### src/rtl/bp_cce_pkg.sv
// CCE-local types: protocol mode, GAD pipeline state, and a clog2 that never returns 0.
`default_nettype none

package bp_cce_pkg;

    typedef enum logic {
        e_coh_mesi   = 1'b0,
        e_coh_moesif = 1'b1
    } bp_cce_coh_mode_e;

    typedef enum logic [1:0] {
        S_IDLE    = 2'd0,
        S_ACCUM   = 2'd1,
        S_COMPUTE = 2'd2,
        S_DONE    = 2'd3
    } bp_cce_gad_state_e;

    function automatic int safe_clog2(input int x);
        return (x <= 1) ? 1 : $clog2(x);
    endfunction

endpackage

`default_nettype wire

### src/rtl/bp_common_pkg.sv
// Shared coherence-state encoding and request-type definitions used across the CCE.
`default_nettype none

package bp_common_pkg;

    // Bit 0 = shared, bit 1 = owned (responsible for supplying data), bit 2 = dirty
    typedef enum logic [2:0] {
        e_COH_I = 3'b000,
        e_COH_S = 3'b001,
        e_COH_E = 3'b010,
        e_COH_F = 3'b011,
        e_COH_M = 3'b110,
        e_COH_O = 3'b111
    } bp_coh_states_e;

    localparam int coh_shared_bit_lp = 0;
    localparam int coh_owned_bit_lp  = 1;
    localparam int coh_dirty_bit_lp  = 2;

    typedef enum logic {
        e_lce_req_type_rd = 1'b0,
        e_lce_req_type_wr = 1'b1
    } bp_lce_cce_req_type_e;

endpackage

`default_nettype wire

### src/rtl/bp_cce_gad_pipe_flags.sv
// Combinational GAD core: coherence flags, owner pick, invalidation vector and sharer count.
`default_nettype none

module bp_cce_gad_pipe_flags
    import bp_common_pkg::*;
    import bp_cce_pkg::*;
#(
    parameter int num_lce_p      = 8,
    parameter int lce_assoc_p    = 8,
    parameter int lce_id_width_p = 4,
    localparam int lg_lce_assoc_lp = safe_clog2(lce_assoc_p),
    localparam int lg_num_lce_lp   = safe_clog2(num_lce_p),
    localparam int cnt_w_lp        = $clog2(num_lce_p + 1),
    localparam int coh_w_lp        = $bits(bp_coh_states_e)
) (
    input  logic [num_lce_p-1:0]                 hit,
    input  logic [num_lce_p*lg_lce_assoc_lp-1:0] ways,
    input  logic [num_lce_p*coh_w_lp-1:0]        states,
    input  logic [lce_id_width_p-1:0]            req_lce,
    input  logic                                 wr,
    input  logic                                 lru_dirty,
    input  logic                                 lru_excl,
    input  logic                                 moesif,
    output logic [lg_lce_assoc_lp-1:0]           req_addr_way,
    output logic [lg_lce_assoc_lp-1:0]           owner_way,
    output logic [lce_id_width_p-1:0]            owner_lce,
    output logic [num_lce_p-1:0]                 inv_vec,
    output logic [cnt_w_lp-1:0]                  sharer_count,
    output logic                                 transfer,
    output logic                                 replacement,
    output logic                                 upgrade,
    output logic                                 invalidate,
    output logic                                 downgrade,
    output logic                                 cached,
    output logic                                 cached_exclusive,
    output logic                                 cached_owned,
    output logic                                 cached_dirty
);

    logic [num_lce_p-1:0]       shared_v, owned_v, dirty_v;
    logic [num_lce_p-1:0]       others, hit_o, excl_o, owned_o, dirty_o, owner_oh;
    logic [lg_num_lce_lp-1:0]   req_idx, owner_idx;
    logic                       req_in_range, req_hit, req_shared, owner_v;
    logic [lg_lce_assoc_lp-1:0] req_way;
    logic                       mesi_inv;
    logic [num_lce_p-1:0]       mesi_vec;

    always_comb begin
        shared_v = '0;
        owned_v  = '0;
        dirty_v  = '0;
        for (int k = 0; k < num_lce_p; k++) begin
            shared_v[k] = states[k*coh_w_lp + coh_shared_bit_lp];
            owned_v[k]  = states[k*coh_w_lp + coh_owned_bit_lp];
            dirty_v[k]  = states[k*coh_w_lp + coh_dirty_bit_lp];
        end
    end

    generate
        if (lce_id_width_p > lg_num_lce_lp) begin : g_trunc
            logic unused_req_hi;
            assign unused_req_hi = ^req_lce[lce_id_width_p-1:lg_num_lce_lp];
        end
    endgenerate

    // A requester index past the last LCE excludes nobody and never hits.
    assign req_idx      = req_lce[lg_num_lce_lp-1:0];
    assign req_in_range = (int'(req_idx) < num_lce_p);
    assign others       = req_in_range ? ~(num_lce_p'(1) << req_idx) : '1;
    assign req_hit      = req_in_range & hit[req_idx];
    assign req_shared   = shared_v[req_idx];
    assign req_way      = ways[req_idx*lg_lce_assoc_lp +: lg_lce_assoc_lp];

    assign hit_o   = hit & others;
    assign excl_o  = hit & ~shared_v & others;
    assign owned_o = hit & owned_v & others;
    assign dirty_o = hit & dirty_v & others;

    assign cached           = |hit_o;
    assign cached_exclusive = |excl_o;
    assign cached_owned     = |owned_o;
    assign cached_dirty     = |dirty_o;

    assign upgrade      = wr & req_hit & req_shared;
    assign replacement  = ~upgrade & lru_excl & lru_dirty;
    assign req_addr_way = req_hit ? req_way : '0;

    // Isolate the lowest set bit so the encoder sees a true one-hot.
    assign owner_oh = owned_o & (~owned_o + num_lce_p'(1));

    bsg_encode_one_hot #(
        .width_p    (num_lce_p),
        .lo_to_hi_p (1'b1)
    ) owner_enc (
        .i      (owner_oh),
        .addr_o (owner_idx),
        .v_o    (owner_v)
    );

    assign transfer  = owner_v;
    assign owner_lce = transfer ? lce_id_width_p'(owner_idx) : '0;
    assign owner_way = transfer ? ways[owner_idx*lg_lce_assoc_lp +: lg_lce_assoc_lp] : '0;

    bsg_popcount #(
        .width_p (num_lce_p)
    ) sharer_pc (
        .i (hit_o),
        .o (sharer_count)
    );

    assign mesi_inv = wr ? cached : cached_exclusive;
    assign mesi_vec = wr ? hit_o  : excl_o;

    always_comb begin
        downgrade  = 1'b0;
        invalidate = mesi_inv;
        inv_vec    = mesi_vec;
        // MOESIF keeps the owner as a sharer on reads instead of invalidating it.
        if (moesif && !wr && transfer) begin
            downgrade  = 1'b1;
            invalidate = 1'b0;
            inv_vec    = '0;
        end
    end

endmodule

`default_nettype wire

### src/rtl/bsg_encode_one_hot.sv
// One-hot to binary encoder; for multi-hot input the end selected by lo_to_hi_p wins.
`default_nettype none

module bsg_encode_one_hot
    import bp_cce_pkg::*;
#(
    parameter int width_p    = 8,
    parameter bit lo_to_hi_p = 1'b1,
    localparam int addr_w_lp = safe_clog2(width_p)
) (
    input  logic [width_p-1:0]   i,
    output logic [addr_w_lp-1:0] addr_o,
    output logic                 v_o
);

    always_comb begin
        addr_o = '0;
        if (lo_to_hi_p) begin
            for (int k = width_p - 1; k >= 0; k--) begin
                if (i[k]) addr_o = k[addr_w_lp-1:0];
            end
        end else begin
            for (int k = 0; k < width_p; k++) begin
                if (i[k]) addr_o = k[addr_w_lp-1:0];
            end
        end
    end

    assign v_o = |i;

endmodule

`default_nettype wire

### src/rtl/bsg_popcount.sv
// Population count of a bit vector.
`default_nettype none

module bsg_popcount #(
    parameter int width_p = 8,
    localparam int cnt_w_lp = $clog2(width_p + 1)
) (
    input  logic [width_p-1:0]  i,
    output logic [cnt_w_lp-1:0] o
);

    always_comb begin
        o = '0;
        for (int k = 0; k < width_p; k++) begin
            o = o + cnt_w_lp'(i[k]);
        end
    end

endmodule

`default_nettype wire

### src/rtl/bp_cce_gad_pipe.sv
// Multi-beat Generate Auxiliary Directory pipeline: accumulates way-group beats, then computes GAD results.
`default_nettype none

module bp_cce_gad_pipe
    import bp_common_pkg::*;
    import bp_cce_pkg::*;
#(
    parameter int num_lce_p       = 8,
    parameter int lce_assoc_p     = 8,
    parameter int lce_id_width_p  = 4,
    parameter int lces_per_beat_p = 2,
    localparam int num_beats_lp    = num_lce_p / lces_per_beat_p,
    localparam int lg_lce_assoc_lp = safe_clog2(lce_assoc_p),
    localparam int lg_num_lce_lp   = safe_clog2(num_lce_p),
    localparam int lg_beats_lp     = safe_clog2(num_beats_lp),
    localparam int cnt_w_lp        = $clog2(num_lce_p + 1),
    localparam int coh_w_lp        = $bits(bp_coh_states_e)
) (
    input  logic                                       clk_i,
    input  logic                                       reset_n_i,
    input  logic                                       start_v_i,
    output logic                                       start_ready_o,
    input  logic [lce_id_width_p-1:0]                  req_lce_i,
    input  logic                                       req_type_flag_i,
    input  logic                                       lru_dirty_flag_i,
    input  logic                                       lru_cached_excl_flag_i,
    input  logic                                       coh_mode_i,
    input  logic                                       dir_v_i,
    output logic                                       dir_ready_o,
    input  logic [lces_per_beat_p-1:0]                 dir_hits_i,
    input  logic [lces_per_beat_p*lg_lce_assoc_lp-1:0] dir_ways_i,
    input  logic [lces_per_beat_p*coh_w_lp-1:0]        dir_states_i,
    output logic                                       result_v_o,
    input  logic                                       result_yumi_i,
    output logic [lg_lce_assoc_lp-1:0]                 req_addr_way_o,
    output logic [lg_lce_assoc_lp-1:0]                 owner_way_o,
    output logic [lce_id_width_p-1:0]                  owner_lce_o,
    output logic [num_lce_p-1:0]                       inv_vec_o,
    output logic [cnt_w_lp-1:0]                        sharer_count_o,
    output logic                                       transfer_flag_o,
    output logic                                       replacement_flag_o,
    output logic                                       upgrade_flag_o,
    output logic                                       invalidate_flag_o,
    output logic                                       downgrade_flag_o,
    output logic                                       cached_flag_o,
    output logic                                       cached_exclusive_flag_o,
    output logic                                       cached_owned_flag_o,
    output logic                                       cached_dirty_flag_o
);

    bp_cce_gad_state_e state_r, state_n;

    logic [lg_beats_lp-1:0]                 beat_r;
    logic [lce_id_width_p-1:0]              req_lce_r;
    logic                                   wr_r, lru_dirty_r, lru_excl_r;
    bp_cce_coh_mode_e                       mode_r;
    logic [num_lce_p-1:0]                   hit_r;
    logic [num_lce_p*lg_lce_assoc_lp-1:0]   ways_r;
    logic [num_lce_p*coh_w_lp-1:0]          states_r;

    logic                                   start_fire, beat_fire, last_beat, compute;

    logic [lg_lce_assoc_lp-1:0] f_req_addr_way, f_owner_way;
    logic [lce_id_width_p-1:0]  f_owner_lce;
    logic [num_lce_p-1:0]       f_inv_vec;
    logic [cnt_w_lp-1:0]        f_sharer_count;
    logic f_transfer, f_replacement, f_upgrade, f_invalidate, f_downgrade;
    logic f_cached, f_cached_excl, f_cached_owned, f_cached_dirty;

    assign start_fire = (state_r == S_IDLE) && start_v_i;
    assign beat_fire  = (state_r == S_ACCUM) && dir_v_i;
    assign last_beat  = (beat_r == lg_beats_lp'(num_beats_lp - 1));
    assign compute    = (state_r == S_COMPUTE);

    always_ff @(posedge clk_i or negedge reset_n_i) begin
        if (!reset_n_i) state_r <= S_IDLE;
        else            state_r <= state_n;
    end

    always_comb begin
        state_n = state_r;
        case (state_r)
            S_IDLE:    if (start_v_i)              state_n = S_ACCUM;
            S_ACCUM:   if (dir_v_i && last_beat)   state_n = S_COMPUTE;
            S_COMPUTE:                             state_n = S_DONE;
            S_DONE:    if (result_yumi_i)          state_n = S_IDLE;
            default:                               state_n = S_IDLE;
        endcase
    end

    always_comb begin
        start_ready_o = (state_r == S_IDLE);
        dir_ready_o   = (state_r == S_ACCUM);
        result_v_o    = (state_r == S_DONE);
    end

    always_ff @(posedge clk_i or negedge reset_n_i) begin
        if (!reset_n_i) begin
            beat_r      <= '0;
            req_lce_r   <= '0;
            wr_r        <= 1'b0;
            lru_dirty_r <= 1'b0;
            lru_excl_r  <= 1'b0;
            mode_r      <= e_coh_mesi;
            hit_r       <= '0;
            ways_r      <= '0;
            states_r    <= '0;
        end else begin
            if (start_fire) begin
                beat_r      <= '0;
                req_lce_r   <= req_lce_i;
                wr_r        <= (req_type_flag_i == e_lce_req_type_wr);
                lru_dirty_r <= lru_dirty_flag_i;
                lru_excl_r  <= lru_cached_excl_flag_i;
                mode_r      <= bp_cce_coh_mode_e'(coh_mode_i);
            end
            if (beat_fire) begin
                hit_r[beat_r*lces_per_beat_p +: lces_per_beat_p]                     <= dir_hits_i;
                ways_r[beat_r*lces_per_beat_p*lg_lce_assoc_lp +: lces_per_beat_p*lg_lce_assoc_lp] <= dir_ways_i;
                states_r[beat_r*lces_per_beat_p*coh_w_lp +: lces_per_beat_p*coh_w_lp] <= dir_states_i;
                beat_r <= beat_r + lg_beats_lp'(1);
            end
        end
    end

    bp_cce_gad_pipe_flags #(
        .num_lce_p      (num_lce_p),
        .lce_assoc_p    (lce_assoc_p),
        .lce_id_width_p (lce_id_width_p)
    ) flags (
        .hit              (hit_r),
        .ways             (ways_r),
        .states           (states_r),
        .req_lce          (req_lce_r),
        .wr               (wr_r),
        .lru_dirty        (lru_dirty_r),
        .lru_excl         (lru_excl_r),
        .moesif           (mode_r == e_coh_moesif),
        .req_addr_way     (f_req_addr_way),
        .owner_way        (f_owner_way),
        .owner_lce        (f_owner_lce),
        .inv_vec          (f_inv_vec),
        .sharer_count     (f_sharer_count),
        .transfer         (f_transfer),
        .replacement      (f_replacement),
        .upgrade          (f_upgrade),
        .invalidate       (f_invalidate),
        .downgrade        (f_downgrade),
        .cached           (f_cached),
        .cached_exclusive (f_cached_excl),
        .cached_owned     (f_cached_owned),
        .cached_dirty     (f_cached_dirty)
    );

    // Outputs only change in the single compute cycle, so they stay stable through S_DONE.
    always_ff @(posedge clk_i or negedge reset_n_i) begin
        if (!reset_n_i) begin
            req_addr_way_o          <= '0;
            owner_way_o             <= '0;
            owner_lce_o             <= '0;
            inv_vec_o               <= '0;
            sharer_count_o          <= '0;
            transfer_flag_o         <= 1'b0;
            replacement_flag_o      <= 1'b0;
            upgrade_flag_o          <= 1'b0;
            invalidate_flag_o       <= 1'b0;
            downgrade_flag_o        <= 1'b0;
            cached_flag_o           <= 1'b0;
            cached_exclusive_flag_o <= 1'b0;
            cached_owned_flag_o     <= 1'b0;
            cached_dirty_flag_o     <= 1'b0;
        end else if (compute) begin
            req_addr_way_o          <= f_req_addr_way;
            owner_way_o             <= f_owner_way;
            owner_lce_o             <= f_owner_lce;
            inv_vec_o               <= f_inv_vec;
            sharer_count_o          <= f_sharer_count;
            transfer_flag_o         <= f_transfer;
            replacement_flag_o      <= f_replacement;
            upgrade_flag_o          <= f_upgrade;
            invalidate_flag_o       <= f_invalidate;
            downgrade_flag_o        <= f_downgrade;
            cached_flag_o           <= f_cached;
            cached_exclusive_flag_o <= f_cached_excl;
            cached_owned_flag_o     <= f_cached_owned;
            cached_dirty_flag_o     <= f_cached_dirty;
        end
    end

endmodule

`default_nettype wire
### config.mk
export PLATFORM = sky130hd
export DESIGN_NAME = bp_cce_gad_pipe
export DESIGN_NICKNAME = d
export VERILOG_FILES = /design/src/rtl/bp_cce_pkg.sv /design/src/rtl/bp_common_pkg.sv /design/src/rtl/bp_cce_gad_pipe_flags.sv /design/src/rtl/bsg_encode_one_hot.sv /design/src/rtl/bsg_popcount.sv /design/src/rtl/bp_cce_gad_pipe.sv
export SDC_FILE = /design/constraint.sdc
export NUM_CORES = 1
export LEC_CHECK = 0
export ABC_AREA = 1
export CAP_MARGIN = 5
export CORE_MARGIN = 2
export CORE_UTILIZATION = 42
export CTS_CLUSTER_DIAMETER = 50
export CTS_CLUSTER_SIZE = 28
export DETAILED_ROUTE_END_ITERATION = 8
export PLACE_DENSITY = 0.63
export SLEW_MARGIN = 30
export SYNTH_ARGS = -nofsm -noshare
export SYNTH_HDL_FRONTEND = slang
export SYNTH_SLANG_ARGS = --single-unit
### constraint.sdc
create_clock -name clk_i -period 3.8 [get_ports clk_i]
set_clock_uncertainty 0.15 [all_clocks]
set_input_delay 0.76 -clock clk_i [delete_from_list [all_inputs] [get_ports clk_i]]
set_output_delay 0.76 -clock clk_i [all_outputs]
set_load 0.02 [all_outputs]
; ---- Yosys cells after proc, flatten, opt, wreduce, memory -nomap -nowiden
; Index checks and enable logic that the tools add are counted.
[word_totals]
reg_bits = 98
input_bits = 27
out_inout_bits = 34
elab_cells = 113
[op_classes]
n_addsub = 11
multipliers = 3
order_cmp = 1
eq_ne = 7
n_shift = 8
n_mux = 29
bitwise_logic = 16
n_reduce_logical = 14
[op_table]
columns = operator, n
row1 = $shiftx 6x34->24, 2
row2 = $and 8x8->8, 8
row3 = $bwmux 24, 2
row4 = $shiftx 24x6->3, 2
row5 = $reduce_or 8->1, 5
row6 = $neg 3->34, 1
row7 = $neg 5->34, 1
row8 = $shift 2x34->8 const A, 1
row9 = $shift 6x34->24 const A, 1
row10 = $shiftx 2x34->8, 1
row11 = $mux 3, 11
row12 = $not 8->8, 3
row13 = $add 4x1->4, 4
row14 = $mux 8, 2
row15 = $mul 3x2->5 const B, 2
row16 = $mux 2, 5
row17 = $add 8x1->8 const B, 1
row18 = $bwmux 8, 1
row19 = $pmux 2 s4, 1
row20 = $shl 1x3->8 const A, 1
row21 = $bmux 1 s3, 2
row22 = $eq 2x2->1 const B, 3
row23 = $logic_and 1x1->1, 5
row24 = $mux 1, 5
row25 = 15 further kinds, 19

; ---- Longest topological paths before layout
[logic_depth]
ltp_word = 17
depth_mapped = 16
ltp_nobuf = 14

; ---- Modules after synthesis
; A second synthesis with hierarchy kept.
[hier_totals]
cells_unflattened = 808
area_unflattened_um2 = 6052.1
[by_module_without_submodules]
columns = module, n_inst, cells_per_inst, area_per_inst_um2, seq_area_each_um2
row1 = bp_cce_gad_pipe, 1, 490, 4574.4, 2477.4
row2 = bp_cce_gad_pipe_flags, 1, 267, 1177.4, 0.0
row3 = bsg_popcount, 1, 29, 201.4, 0.0
row4 = bsg_encode_one_hot, 1, 22, 98.8, 0.0

; ---- Worst setup path after synthesis
; Ideal clock, no wire load.
[synth_path]
path_kind = reg2reg
startpoint = reg req_lce_r[2]
endpoint = reg sharer_count_o[2]
setup_time_ps = 84
arrival_ps = 3225
t_required_ps = 3566
slack_ps = 342
stages_incl_launch_ff = 15
path_buffers = 2
period_less_slack_ps = 3458
cell_sequence = dfrtp_1 > buf_4 > inv_2 > buf_6 > nand2_4 > nand2_1 > fa_1 > fa_1 > fa_1 > inv_1 > ha_1 > inv_1 > fa_1 > xor2_1 > o21ai_0
[synth_via]
elab_chain_len = 10
[synth_rtl]
columns = element, line_no
row1 = "start, declared", bp_cce_gad_pipe.sv:54  ; logic [lce_id_width_p-1:0] req_lce_r;
row2 = "start signal, assigned", bp_cce_gad_pipe.sv:111  ; req_lce_r <= req_lce_i;
row3 = $shl 1x3->8 *, bp_cce_gad_pipe_flags.sv:69  ; assign others = req_in_range ? ~(num_lce_p'(1) << req_idx) : '1;
row4 = $not 8->8 *, bp_cce_gad_pipe_flags.sv:69
row5 = $and 8x8->8 *, bp_cce_gad_pipe_flags.sv:74  ; assign hit_o = hit & others;
row6 = $add 1x1->2, bsg_popcount.sv:15  ; o = o + cnt_w_lp'(i[k]);
row7 = $add 2x1->3, bsg_popcount.sv:15
row8 = $add 3x1->4, bsg_popcount.sv:15
row9 = $add 4x1->4 (3 in series), bsg_popcount.sv:15
row10 = $add 4x1->4 *, bsg_popcount.sv:15
row11 = "end signal, assigned", bp_cce_gad_pipe.sv:177  ; sharer_count_o <= f_sharer_count;
row12 = "end, declared", bp_cce_gad_pipe.sv:39  ; output logic [cnt_w_lp-1:0] sharer_count_o,
; Mark *: on every way between the ends. The rest lies on a longest branch, timed or not.
; A chain may end at the register's enable or synchronous reset.

; ---- Worst setup path in the final report
; Same ends and word-level chain as after synthesis.

==> summary.md <==
| Metric | Value |
|---|---|
| Status | finished, final reports clean |
| Synth Warn # | 0 |
| Share of cells above drive strength 1 | 0.09339 |
| Routability Congestion | approximately 0.97 |
| Crit-path slowest cell | fa_1 |
| Synthesized net count | 751 |
| Synthesized flop and latch total | 97 |
| Top cells by area, synth | dfrtp_1 (43%), nand2_1 (10%), inv_1 (7.3%) |
| Avg Cell Area, Syn | roughly 8.0 um2 |
| Fin. max-slew vios | 0 |
| Vias in the first global route | a little over 5000 |
| DP Area | ~6400 um2 |
| CP dominant cell by count | fa_1 |
| Die area | approximately 14000 um2 |
| Period utilisation layout | 0.9505 |
| Endpoints failing hold | 0 |
| # diodes | 0 |
| R2R Path Start | req_lce_r[2] |
| Synth top area share | 0.4307 |
| Crit Path Category | register to register |
| Worst-path clk slew | approximately 70 ps |
| Iteration-0 DRC Markers | about 440 |
| Area growth, synth to finish | 19.58% |
| Library cells used by synthesis | between 40 and 50 |
| Cell Int Power | between 3 and 4 mW |
| DRC viols | 0 |
| Max-Cap Viols | 0 |
| Cell total after placement | between 900 and 1000 |
| EDFF count, synth | 0 |
| DR pass1 iterations | 5 |
| Met2 wire len | 7734 um |
| Worst EP arrival | between 3000 and 4000 ps |
| Final min period | 3612 ps |
| Initial Utilization | 0.4272 |
| Max Root-Sink Buffers | 2 |
| FMAX | roughly 0.28 GHz |
| DRT met1 WL | around 8400 um |
| P_sw | 2.987 mW |
| Core Rows | 42 |
| Reg2reg path depth | 12 |
| Routed Antenna Nets | 0 |
| Worst path top cell family by delay | adder cells |
| Die height | 119.8 um |
| CTS H-Tree Depth | 3 |
| # IOs | 61 |
| Skew-Pair Late Insertion Delay | roughly 360 ps |
| Maximum vdd drop | 0.4449 mV |
| CTS root buffer | clkbuf_16 |
| Sink Count | 97 |
| Crit path cell chain | inv_2, nand3_2, nand2_2, fa_1, fa_1, fa_1, inv_1, ha_1, inv_1, fa_1, xor2_1, o21ai_0 |
| Max layer used | met4 |
| CP Capture Type | register |
| Non-filler cells, final | around 950 |
| Post-synth top area cell | dfrtp_1 |
| Ys async rst share | 1.000 |
| Total global routing overflow | 0 |
| Cell Pwr Density | 933.1 nW/um2 |
| Die Span X | 119.8 um |
| WL per Instance | ~18 um |
| Rel. slew slack | 0.5771 |
| Fin nets | between 800 and 900 |
| Crit path required time | around 3900 ps |
| First-pass GRT wire length | 28360 um |
| CP Launch Type | register |
| Detailed placement HPWL | 13620 um |
| Bufs and invs on worst path | 3 |
| Sw frac | 0.4750 |
| Reg2Reg Setup Slack | 190 ps |
| RSZ-0062 raised after global routing | no |
| Num CTS Buffers | 9 |
| Core area | between 10000 and 15000 um2 |
| IO buf count | 58 |
| Clock share of power | 0.152 |
| Setup TNS | 0 ps |
| Vias per inst | 5.487 |
| Post-route cell area | ~6700 um2 |
| CTS tree | yes |
| Overall routing resource usage | 0.2565 |
| Post-synth top flop | dfrtp_1 |
| Final setup viols | 0 |
| Cell count after synthesis | just over 700 |
| Largest net degree at the start of global routing | 54 |
| Worst Setup SP | req_lce_r[2] |
| Fill cells | 1320 |
| Cell Area, Synth | 5635 um2 |
| Routed WL | roughly 17000 um |
| CP max FO | 11 |
| Share of total power in sequential cells | 0.279 |
| Slew @ Worst Pin | 629.5 ps |
| Max incr delay on CP | about 520 ps |
| Hold_buf cts | 0 |
| Vias | 5196 |
| Metal3 WL | just under 900 um |
| Cell count along the critical path | 12 |
| Combinational Power Share | 0.570 |
| Initial antenna violation count | 0 |
| Pleak | about 3.3 nW |
| Final hold slack | 249.3 ps |
| Sequential area share after synthesis | 0.4307 |
| Hold Path Class | input pin to async pin |
==> registers in the layout, summed over array words and instances (netlist names) <==
| register | count |
|---|---|
| owner_lce_o | 3 |
| mode_r | 1 |
| hit_r | 8 |
| state_r | 2 |
| upgrade_flag_o | 1 |
| replacement_flag_o | 1 |
| sharer_count_o | 4 |
| cached_owned_flag_o | 1 |
| lru_dirty_r | 1 |
| beat_r | 2 |
| lru_excl_r | 1 |
| inv_vec_o | 8 |
| owner_way_o | 3 |
| downgrade_flag_o | 1 |
| wr_r | 1 |
| states_r | 24 |
| invalidate_flag_o | 1 |
| transfer_flag_o | 1 |
| req_lce_r | 3 |
| cached_dirty_flag_o | 1 |
| cached_exclusive_flag_o | 1 |
| ways_r | 24 |
| cached_flag_o | 1 |
| req_addr_way_o | 3 |
==> what timing repair did <==
item,4_1_cts,5_1_grt
resized for setup,0,2
setup buffers,0,0
setup endpoints to repair,0,2
==> power groups by stage <==
| stage | clock, mW | combinational [mW] | sequential, mW |
|---|---|---|---|
| floorplan | 0 | 2.27 | 1.83 |
| global placement | 0 | 3.46 | 1.75 |
| detailed placement | 0 | 3.55 | 1.77 |
| CTS | 0.966 | 3.55 | 1.75 |
| global route | 1.00 | 4.00 | 1.80 |
| finish | 0.955 | 3.58 | 1.75 |
==> cells in the mapped netlist, types with 6 or more instances <==
master	n
nor2_1	43
inv_1	109
o22ai_1	40
nand3_1	55
nand2_2	8
a22oi_1	10
o21ai_0	48
ha_1	13
a21oi_1	23
nor3_1	6
o221ai_1	6
nand2_4	7
dfrtp_1	97
clkbuf_1	16
nand2_1	156
==> cell usage in the layout (no fill, tap or decap), types with 3 or more instances in the layout <==
master / n
nand3_1: 55
fa_1: 4
o221ai_1: 6
inv_2: 3
nand4_1: 3
o21ai_0: 48
nor3_1: 6
mux2_2: 3
nand2_1: 154
a32oi_1: 5
clkbuf_16: 9
nor2_1: 43
buf_4: 17
nand2_4: 7
a22oi_1: 10
a21oi_1: 23
o22ai_1: 40
nand2_2: 10
clkdlybuf4s50_1: 57
ha_1: 13
inv_1: 109
dfrtp_1: 97
a211oi_1: 5
nand3_2: 3
o31ai_1: 3
==> layer usage <==
metal | vias to the layer above | GRT usage
met5 | - | 0
met4 | 0 | 0.08088
met3 | 21 | 0.02662
met2 | 191 | 0.3950
met1 | 2525 | 0.3804
li1 | 2459 | -
==> cell families after synthesis <==
logic type / after synthesis / synth area share
and+or+nand+nor: 291 / 0.2393
AOI/OAI and AO/OA: 156 / 0.1761
buffers and inverters: 141 / 0.1026
DFF: 97 / 0.4307
adders and majority gates: 17 / 0.04307
muxes: 3 / 0.005994
other: 1 / 0.0006654
xor gates and xnor gates: 1 / 0.001554
==> final timing paths <==
check / endpoint
min in group clk_i: sharer_count_o[0]
hold reg to reg: sharer_count_o[0]
setup reg to reg: sharer_count_o[2]
max in group asynchronous: inv_vec_o[2]
hold / removal: ways_r[1]
setup / recovery: sharer_count_o[2]
==> area by class of cell <==
type | count | area [um2] | area share
clock inverters | 5 | 62.56 | 0.009283
repair buffers | 75 | 718.2 | 0.1066
clock buffers | 10 | 239.0 | 0.03546
inverters | 115 | 436.7 | 0.06480
multi-input cells | 469 | 2635 | 0.3910
well taps | 176 | 220.2 | 0.03268
flip-flops and latches | 97 | 2427 | 0.3602
==> stage by stage <==
stage          worst slack, ps  power, mW    util
4_1_cts                  134.8      6.267  0.5105
6_report                 187.9      6.288  0.5109
3_3_place_gp             236.3      5.205  0.4877
3_5_place_dp             139.8      5.311  0.4877
2_1_floorplan            341.6      4.101       -
5_1_grt                  5.058      6.811  0.5109
(Power assumes the default switching activity.)
